<file path="config.mk">
export PLATFORM = sky130hd
export DESIGN_NAME = c499_key_sequencer_flat
export DESIGN_NICKNAME = d
export VERILOG_FILES = /design/src/rtl/c499_key_sequencer_if.sv /design/src/rtl/c499_key_sequencer.sv /design/src/flat_wrapper.sv
export SDC_FILE = /design/constraint.sdc
export NUM_CORES = 1
export LEC_CHECK = 0
export CORE_ASPECT_RATIO = 1.5
export CORE_MARGIN = 2
export CORE_UTILIZATION = 42
export DETAILED_ROUTE_END_ITERATION = 10
export PLACE_DENSITY = 0.77
export SLEW_MARGIN = 20
export SYNTH_ARGS = -nofsm -noshare
export SYNTH_HDL_FRONTEND = slang
export SYNTH_SLANG_ARGS = --single-unit
</file>
<file path="constraint.sdc">
create_clock -name i_clk -period 2.4 [get_ports i_clk]
set_input_delay 0.24 -clock i_clk [delete_from_list [all_inputs] [get_ports i_clk]]
set_output_delay 0.24 -clock i_clk [all_outputs]
set_load 0.05 [all_outputs]
</file>
<file path="src/rtl/c499_key_sequencer_if.sv">
// rtl/c499_key_sequencer_if.sv - request/response handshake bundle for the c499 key sequencer
interface c499_key_sequencer_if #(
  parameter int IN_W  = 41,
  parameter int OUT_W = 32
);
  logic             req_valid;
  logic             req_ready;
  logic [IN_W-1:0]  req_data;
  logic             resp_valid;
  logic             resp_ready;
  logic [OUT_W-1:0] resp_data;

  modport master (
    output req_valid, req_data, resp_ready,
    input  req_ready, resp_valid, resp_data
  );

  modport slave (
    input  req_valid, req_data, resp_ready,
    output req_ready, resp_valid, resp_data
  );
endinterface

</file>
<file path="src/rtl/c499_key_sequencer.sv">
// rtl/c499_key_sequencer.sv - serial key loader with parity lockout and two-stage core pipeline
module c499_key_sequencer #(
  parameter int KEY_W     = 32,
  parameter int IN_W      = 41,
  parameter int OUT_W     = 32,
  parameter int MAX_FAILS = 3
) (
  input  logic              i_clk,
  input  logic              i_rst_n,
  input  logic              i_key_start,
  input  logic              i_key_bit_valid,
  input  logic              i_key_bit,
  input  logic              i_key_zeroize,
  c499_key_sequencer_if.slave bus,
  output logic [IN_W-1:0]   o_core_in,
  output logic [KEY_W-1:0]  o_core_key,
  input  logic [OUT_W-1:0]  i_core_out,
  output logic [2:0]        o_state,
  output logic [2:0]        o_fail_cnt
);

  localparam int CNT_W = $clog2(KEY_W + 1);
  localparam int IDX_W = $clog2(KEY_W);

  typedef enum logic [2:0] {
    S_IDLE    = 3'd0,
    S_LOAD    = 3'd1,
    S_CHECK   = 3'd2,
    S_READY   = 3'd3,
    S_ERROR   = 3'd4,
    S_LOCKOUT = 3'd5
  } state_t;

  state_t             r_state;
  state_t             w_next_state;
  logic [KEY_W-1:0]   r_key;
  logic [CNT_W-1:0]   r_cnt;
  logic               r_parity;
  logic [2:0]         r_fail_cnt;
  logic               r_v1;
  logic               r_v2;
  logic [IN_W-1:0]    r_core_in;
  logic [OUT_W-1:0]   r_resp_data;

  logic               w_zeroize;
  logic               w_bit_take;
  logic               w_cnt_full;
  logic               w_parity_ok;
  logic [2:0]         w_fail_inc;
  logic [IDX_W-1:0]   w_idx;
  logic               w_adv2;
  logic               w_req_ready;
  logic               w_req_fire;

  // Zeroize cannot pull the block out of lockout; only reset does.
  assign w_zeroize   = i_key_zeroize && (r_state != S_LOCKOUT);
  assign w_bit_take  = (r_state == S_LOAD) && i_key_bit_valid;
  assign w_cnt_full  = (r_cnt == CNT_W'(KEY_W));
  assign w_parity_ok = ~((^r_key) ^ r_parity);
  assign w_fail_inc  = r_fail_cnt + 3'd1;
  assign w_idx       = r_cnt[IDX_W-1:0];

  assign w_adv2      = r_v1 && (!r_v2 || bus.resp_ready);
  assign w_req_ready = (r_state == S_READY) && (!r_v1 || w_adv2);
  assign w_req_fire  = bus.req_valid && w_req_ready;

  always_ff @(posedge i_clk or negedge i_rst_n) begin
    if (!i_rst_n) r_state <= S_IDLE;
    else          r_state <= w_next_state;
  end

  always_comb begin
    w_next_state = r_state;
    if (w_zeroize) begin
      w_next_state = S_IDLE;
    end else begin
      case (r_state)
        S_IDLE, S_ERROR: if (i_key_start) w_next_state = S_LOAD;
        S_LOAD:          if (w_bit_take && w_cnt_full) w_next_state = S_CHECK;
        S_CHECK: begin
          if (w_parity_ok)                        w_next_state = S_READY;
          else if (w_fail_inc == 3'(MAX_FAILS))   w_next_state = S_LOCKOUT;
          else                                    w_next_state = S_ERROR;
        end
        S_READY, S_LOCKOUT: w_next_state = r_state;
        default:            w_next_state = S_IDLE;
      endcase
    end
  end

  always_ff @(posedge i_clk or negedge i_rst_n) begin
    if (!i_rst_n) begin
      r_key      <= '0;
      r_cnt      <= '0;
      r_parity   <= 1'b0;
      r_fail_cnt <= 3'd0;
    end else if (w_zeroize) begin
      r_key <= '0;
      r_cnt <= '0;
    end else begin
      case (r_state)
        S_IDLE, S_ERROR: begin
          if (i_key_start) begin
            r_key <= '0;
            r_cnt <= '0;
          end
        end
        S_LOAD: begin
          if (w_bit_take) begin
            if (!w_cnt_full) begin
              r_key[w_idx] <= i_key_bit;
              r_cnt        <= r_cnt + CNT_W'(1);
            end else begin
              r_parity <= i_key_bit;
            end
          end
        end
        S_CHECK: begin
          if (!w_parity_ok) begin
            r_key      <= '0;
            r_fail_cnt <= w_fail_inc;
          end
        end
        default: ;
      endcase
    end
  end

  // S1 holds the word driving the core, S2 captures the core result one cycle later.
  always_ff @(posedge i_clk or negedge i_rst_n) begin
    if (!i_rst_n) begin
      r_v1        <= 1'b0;
      r_v2        <= 1'b0;
      r_core_in   <= '0;
      r_resp_data <= '0;
    end else if (w_zeroize) begin
      r_v1 <= 1'b0;
      r_v2 <= 1'b0;
    end else begin
      if (w_req_fire) begin
        r_v1      <= 1'b1;
        r_core_in <= bus.req_data;
      end else if (w_adv2) begin
        r_v1 <= 1'b0;
      end
      if (w_adv2) begin
        r_v2        <= 1'b1;
        r_resp_data <= i_core_out;
      end else if (bus.resp_ready) begin
        r_v2 <= 1'b0;
      end
    end
  end

  assign bus.req_ready  = w_req_ready;
  assign bus.resp_valid = r_v2;
  assign bus.resp_data  = r_resp_data;
  assign o_core_in      = r_core_in;
  assign o_core_key     = (r_state == S_READY) ? r_key : '0;
  assign o_state        = r_state;
  assign o_fail_cnt     = r_fail_cnt;

endmodule

</file>
<file path="src/flat_wrapper.sv">
// flat-port wrapper written by rule: the top's interface ports become plain ports
module c499_key_sequencer_flat 
#(
  parameter int KEY_W     = 32,
  parameter int IN_W      = 41,
  parameter int OUT_W     = 32,
  parameter int MAX_FAILS = 3
)
  (i_clk, i_rst_n, i_key_start, i_key_bit_valid, i_key_bit, i_key_zeroize, o_core_in, o_core_key, i_core_out, o_state, o_fail_cnt, bus_req_valid, bus_req_data, bus_resp_ready, bus_req_ready, bus_resp_valid, bus_resp_data);
  c499_key_sequencer_if #(.IN_W(IN_W), .OUT_W(OUT_W)) bus_i ();
  input  logic i_clk;
  input  logic i_rst_n;
  input  logic i_key_start;
  input  logic i_key_bit_valid;
  input  logic i_key_bit;
  input  logic i_key_zeroize;
  output logic [IN_W-1:0] o_core_in;
  output logic [KEY_W-1:0] o_core_key;
  input  logic [OUT_W-1:0] i_core_out;
  output logic [2:0] o_state;
  output logic [2:0] o_fail_cnt;
  input wire logic [$bits(bus_i.req_valid)-1:0] bus_req_valid;
  input wire logic [$bits(bus_i.req_data)-1:0] bus_req_data;
  input wire logic [$bits(bus_i.resp_ready)-1:0] bus_resp_ready;
  output wire logic [$bits(bus_i.req_ready)-1:0] bus_req_ready;
  output wire logic [$bits(bus_i.resp_valid)-1:0] bus_resp_valid;
  output wire logic [$bits(bus_i.resp_data)-1:0] bus_resp_data;
  assign bus_i.req_valid = bus_req_valid;
  assign bus_i.req_data = bus_req_data;
  assign bus_i.resp_ready = bus_resp_ready;
  assign bus_req_ready = bus_i.req_ready;
  assign bus_resp_valid = bus_i.resp_valid;
  assign bus_resp_data = bus_i.resp_data;
  c499_key_sequencer #(.KEY_W(KEY_W), .IN_W(IN_W), .OUT_W(OUT_W), .MAX_FAILS(MAX_FAILS)) u_core (.i_clk(i_clk), .i_rst_n(i_rst_n), .i_key_start(i_key_start), .i_key_bit_valid(i_key_bit_valid), .i_key_bit(i_key_bit), .i_key_zeroize(i_key_zeroize), .bus(bus_i), .o_core_in(o_core_in), .o_core_key(o_core_key), .i_core_out(i_core_out), .o_state(o_state), .o_fail_cnt(o_fail_cnt));
endmodule
</file>
==> flow_summary.toml, run 1 <==
[placement]
placement.cell_area_um2 = 8553
dp_cells = 865
io_buffers = 193
place_ws_ns = 0.07673
place_hpwl_um = 11620
gp_congestion = 0.9040

[clock_tree]
insertion_delay_ns = 0.41
cts_tree = "done"
cts_buffers = 17
ctsHtreeMaxLevel = 4
cts.clk_slew.worst_paths_ns = 0.05
cts_setup_buffers = 0
cts_max_path_buffers = 2
clock_sinks = 120
cts_root_buffer = "clkbuf_16"

[synthesis]
synthDistinctLibCells = 43
synth_edf_count = 0
synth.area.top_cells = "dfrtp_1 51%, mux2_1 14%, a31oi_2 6.3%"
yosysTopAreaCell = "dfrtp_1"
seq_area_frac_synth_pct = 50.64
ys_warn_count = 0
netlist_area_um2 = 5929
netlist_instances = 514
synth.net_count = 601
ys_ff_latch = 120
synthFlopType = "dfrtp_1"
avgSynthCellArea_um2 = 11.54
synth_top_cell_area_share_pct = 50.64
synthArstFlopShare_pct = 100.0

[global_route]
grt_max_degree = 56
grt_util_met3_pct = 4.951
grt_util_met1_pct = 23.82
antenna_found_initial = 0
grt-ovfl-total = 0
grtUsageTotal_pct = 21.44
grt_first_pass_wirelength_um = 25220
busiest_layer = "met2"
met2_usage_pct = 37.80
grt_pass1_vias = 5076

[critical_path]
worstPathArrival_ns = 2.63
critPathMostFrequentCell = "xnor2_2"
cp_slowest_cell = "xnor3_2"
required_ns = 2.71
criticalPathCategory = "reg -> reg"
end_kind = "flip-flop"
crit_family = "XOR/XNOR gates"
path_cells = "xnor2_2 > xnor2_2 > xnor2_1 > xnor3_2 > mux2_4 > buf_12 > a31oi_1"
startpoint_type = "flip-flop"
path_max_fanout = 13
crit_buf_inv = 1
max_stage_delay_ns = 0.47

[power]
power.internal_mw = 4.229
p_sw_share_pct = 23.86
clock_power_share_pct = 49.3
p_sw_mw = 1.325
power_frac_seq_pct = 38.2
p_leak_nw = 3.936
pwr-share-comb_pct = 12.5
irDropWorstVdd_uv = 506.0
power.density_nw_per_um2 = 601.0

[routing]
dr.pass1.iters = 5
vias = 4779
drc = 0
ant_nets = 0
drt_first_iter_violations = 238
wl_um = 15690
wl_per_cell_um = 17.51
routed_via_density = 5.334

[floorplanning]
core-area_um2 = 13930
die_h_um = 149.5
rows = 53
initial_core_util_pct = 42.58
die_w_um = 101.0
die_area_um2 = 15100
ioPinCount = 194

[timing]
relSlewSlack_pct = 61.50
period_share_pct = 96.56
setup_viol = 0
worst_pin_slew_ns = 0.5757
setup_ws_ns = 0.08257
report.final.slew_viol_count = 0
fmax_mhz = 431.5
hold_violations = 0
finalCriticalPeriod_ns = 2.317
fin_skew_ns = 0.005135

[layout]
utilization_pct = 66.35
layout.nets = 807
diodes = 0
final_cell_mix = "159 x clkdlybuf4s50_1, 118 x dfrtp_1, 72 x mux2_1, 46 x nor2_1, 40 x buf_12"
fill_cells = 1015
syn2layout_area_growth_pct = 55.83
stdcell_area_um2 = 9240
register_area_um2 = 3005
layout-drive-gt1-share_pct = 19.02
multi_input_area_um2 = 2850
final_common_cell = "clkdlybuf4s50_1"
instances_no_fill = 896

[run]
maxCapViolCount = 0

[run_status]
outcome = "finished clean"

[worst_hold_path]
worstHoldPathType = "in -> async"
[metal layers]
metal  wire [µm]  vias up
met5           0        -
met2        8614      185
met4         534        0
met3         959       38
met1        5583     2342
li1            -     2214
[final cells by class]
cell class	instances	share of cell area, %
clock buffer	22	5.349
clock inverter	8	1.544
inverter	5	0.2031
multi-input combinational	360	30.85
sequential	120	32.53
tap	165	2.234
timing repair buffer	216	27.30
[registers in the layout, summed over array words and instances (netlist names)]
signal / count
u_core.bus.resp_data: 32
u_core.bus.resp_valid: 1
u_core.o_core_in: 41
u_core.o_fail_cnt: 3
u_core.o_state: 3
u_core.r_cnt: 6
u_core.r_key: 32
u_core.r_parity: 1
u_core.r_v1: 1
[timing repair]
item | CTS | global route
hold endpoints to repair | 19 | 0
hold buffers | 1 | 0
gates resized for setup | 0 | 7
endpoints found under the setup margin | 0 | 37
[logic make-up (layout without fill, tap and decap cells)]
kind of cell | count (synthesis) | count (layout) | share of synthesized area, %
muxes | 78 | 78 | 14.81
adders and majority gates | 6 | 6 | 1.266
AOI/OAI and AO/OA | 104 | 104 | 13.36
xor gates and xnor gates | 33 | 33 | 5.487
DFF | 120 | 120 | 50.64
and+or+nand+nor | 139 | 139 | 11.84
buffers and inverters | 34 | 251 | 2.595
[power groups by stage]
stage                     sequential, mW  combinational (mW)  clock (mW)
final                               2.12               0.693        2.74
after global routing                2.13               0.734        2.85
after CTS                           2.12               0.697        2.77
after detailed placement            2.16               0.692           0
after global placement              2.15               0.677           0
after floorplan                     2.36               0.136           0
[cell usage after synthesis (all sizes together), types with 3 or more instances]
cell type,n
dfrtp,120
mux2,75
nor2,47
o21ai,43
a31oi,41
and2,33
xnor2,29
clkbuf,23
nand2,23
a21oi,13
nand3,11
buf,6
ha,6
nand2b,6
inv,5
nor2b,5
and3,4
mux2i,3
[metrics by stage]
step                      power (mW)  setup TNS (ns)  hold WS (ns)
after floorplan                2.493               0      -0.05559
final                          5.553               0        0.2959
after CTS                      5.591               0        0.2900
after detailed placement       2.851               0        0.1627
after global routing           5.714      -0.0002118        0.2993
after global placement         2.831               0        0.1635
[worst paths after layout]
kind,to,slack [ns],cells past startpoint,start
min in group i_clk,u_core.o_core_in[15],0.42,2,bus_req_data[15]
max reg2reg,u_core.r_key[27],0.08,7,u_core.r_key[24]
min,u_core.r_key[26],0.30,2,i_rst_n
min reg2reg,u_core.r_cnt[5],0.48,1,u_core.r_cnt[5]
max in group asynchronous,u_core.r_key[4],1.44,3,i_rst_n
max,u_core.r_key[27],0.08,7,u_core.r_key[24]
Power figures use the tool's default switching activity.
==> run 2, diff against run 1 <==
==> constraint.sdc (replaced) <==
create_clock -name i_clk -period 2.4 [get_ports i_clk]
set_input_delay 0.6 -clock i_clk [delete_from_list [all_inputs] [get_ports i_clk]]
set_output_delay 0.6 -clock i_clk [all_outputs]
set_load 0.05 [all_outputs]
==> flow_summary.toml, run 2 (synthesis results as in run 1) <==
[run_status]
outcome = "finished clean"

[layout]
register_area_um2 = 3005
stdcell_area_um2 = 9241
final_cell_mix = "158 x clkdlybuf4s50_1, 118 x dfrtp_1, 72 x mux2_1, 45 x nor2_1, 39 x buf_12"
largest_reg_flops = 41
diodes = 0
fill_cells = 1044
syn2layout_area_growth_pct = 55.86
layout-drive-gt1-share_pct = 20.51
final_common_cell = "clkdlybuf4s50_1"
layout.nets = 820
instances_no_fill = 911
multi_input_area_um2 = 2825
utilization_pct = 66.36

[routing]
ant_nets = 0
drt_first_iter_violations = 232
vias = 4855
dr.pass1.iters = 4
drc = 0
wl_per_cell_um = 17.45
wl_um = 15900
routed_via_density = 5.329

[timing]
relSlewSlack_pct = 61.99
hold_violations = 0
setup_viol = 0
report.final.slew_viol_count = 0
worst_pin_slew_ns = 0.5677
rsz0062_at_grt = "yes"
finalCriticalPeriod_ns = 2.346
fin_skew_ns = 0.006848
fmax_mhz = 426.2
setup_tns_ns = 0
hold_slack_ns = 0.1401
period_share_pct = 97.75
setup_ws_ns = 0.05394

[global_route]
grtUsageTotal_pct = 21.29
grt_first_pass_wirelength_um = 25030
antenna_found_initial = 0
grt_pass1_vias = 5004
busiest_layer = "met2"
grt_max_degree = 56
grt-ovfl-total = 0
grt_util_met1_pct = 23.76
grt_util_met3_pct = 6.399
met2_usage_pct = 37.30

[floorplanning]
ioPinCount = 194
die_w_um = 101.0
die_h_um = 149.5
initial_core_util_pct = 42.58
die_area_um2 = 15100
core-area_um2 = 13930
rows = 53

[critical_path]
r2r_slack_ns = 0.08
required_ns = 1.80
path_max_fanout = 13
criticalPathCategory = "reg -> out"
worstPathArrival_ns = 1.75
end_kind = "output pin"
startpoint_type = "flip-flop"
worstRegToRegCells = 7

[clock_tree]
cts_root_buffer = "clkbuf_16"
cts_buffers = 17
cts_max_path_buffers = 2
cts_tree = "done"
ctsHtreeMaxLevel = 4
insertion_delay_ns = 0.41
cts.clk_slew.worst_paths_ns = 0.06
clock_sinks = 120

[power]
power.density_nw_per_um2 = 566.3
irDropWorstVdd_uv = 531.1
power.total_mw = 5.234
p_leak_nw = 3.954

[placement]
place_ws_ns = -0.2887
placement.cell_area_um2 = 8583
io_buffers = 193
place_hpwl_um = 11610
dp_cells = 871
gp_congestion = 0.8905

[run]
maxCapViolCount = 0

[worst_hold_path]
worstHoldPathType = "in -> async"
## run 2: cell count changes in the layout (fill, tap and decap cells not counted), moves of 3 or more
cell,before,now
clkinv_4,0,4
xnor2_2,5,1
xnor2_1,24,28
clkbuf_8,5,1
buf_4,16,29
bufinv_16,4,1
## run 2: worst paths after layout
kind / endpoint / startpoint
setup / recovery: o_state[1] / u_core.o_state[1]
hold / removal: u_core.r_key[25] / i_rst_n
setup reg to reg: u_core.r_key[1] / u_core.r_key[0]
hold reg to reg: u_core.bus.resp_data[2] / u_core.bus.resp_data[2]
max in group asynchronous: u_core.r_key[3] / i_rst_n
min in group i_clk: u_core.bus.resp_data[2] / u_core.bus.resp_data[2]
## run 2: timing repair
| item | 4_1_cts | 5_1_grt |
|---|---|---|
| resized for setup | 7 | 4 |
| buffers inserted | 0 | 7 |
| endpoints found under the setup margin | 32 | 36 |
| cloned | 1 | 0 |
| hold buffers | 0 | 0 |
| pin swaps | 1 | 2 |
## run 2: power breakdown
part	leakage, nW	switching (mW)	internal [mW]
clock	0.272	0.948	1.45
combinational	2.08	0.412	0.300
sequential	1.60	0.0376	2.08
## run 2: area by class of cell
type	instances	share of cell area (%)
clock buffer	18	4.752
clock inverter	14	1.354
inverter	5	0.2031
multi-input combinational	360	30.57
sequential	120	32.52
tap	165	2.234
timing repair buffer	229	28.36
## run 2: metal layers
layer / part of all wire, % / routed length [µm] / vias up
met5: 0 / 0 / -
met4: 3.0 / 473 / 0
met3: 6.3 / 1002 / 36
met2: 55 / 8714 / 192
met1: 36 / 5706 / 2376
li1: - / - / 2251
## run 2: worst max-delay path: stages (launching register included)
cell             delay [ns]
dfrtp_2                0.37
buf_6                  0.15
clkdlybuf4s50_1        0.82
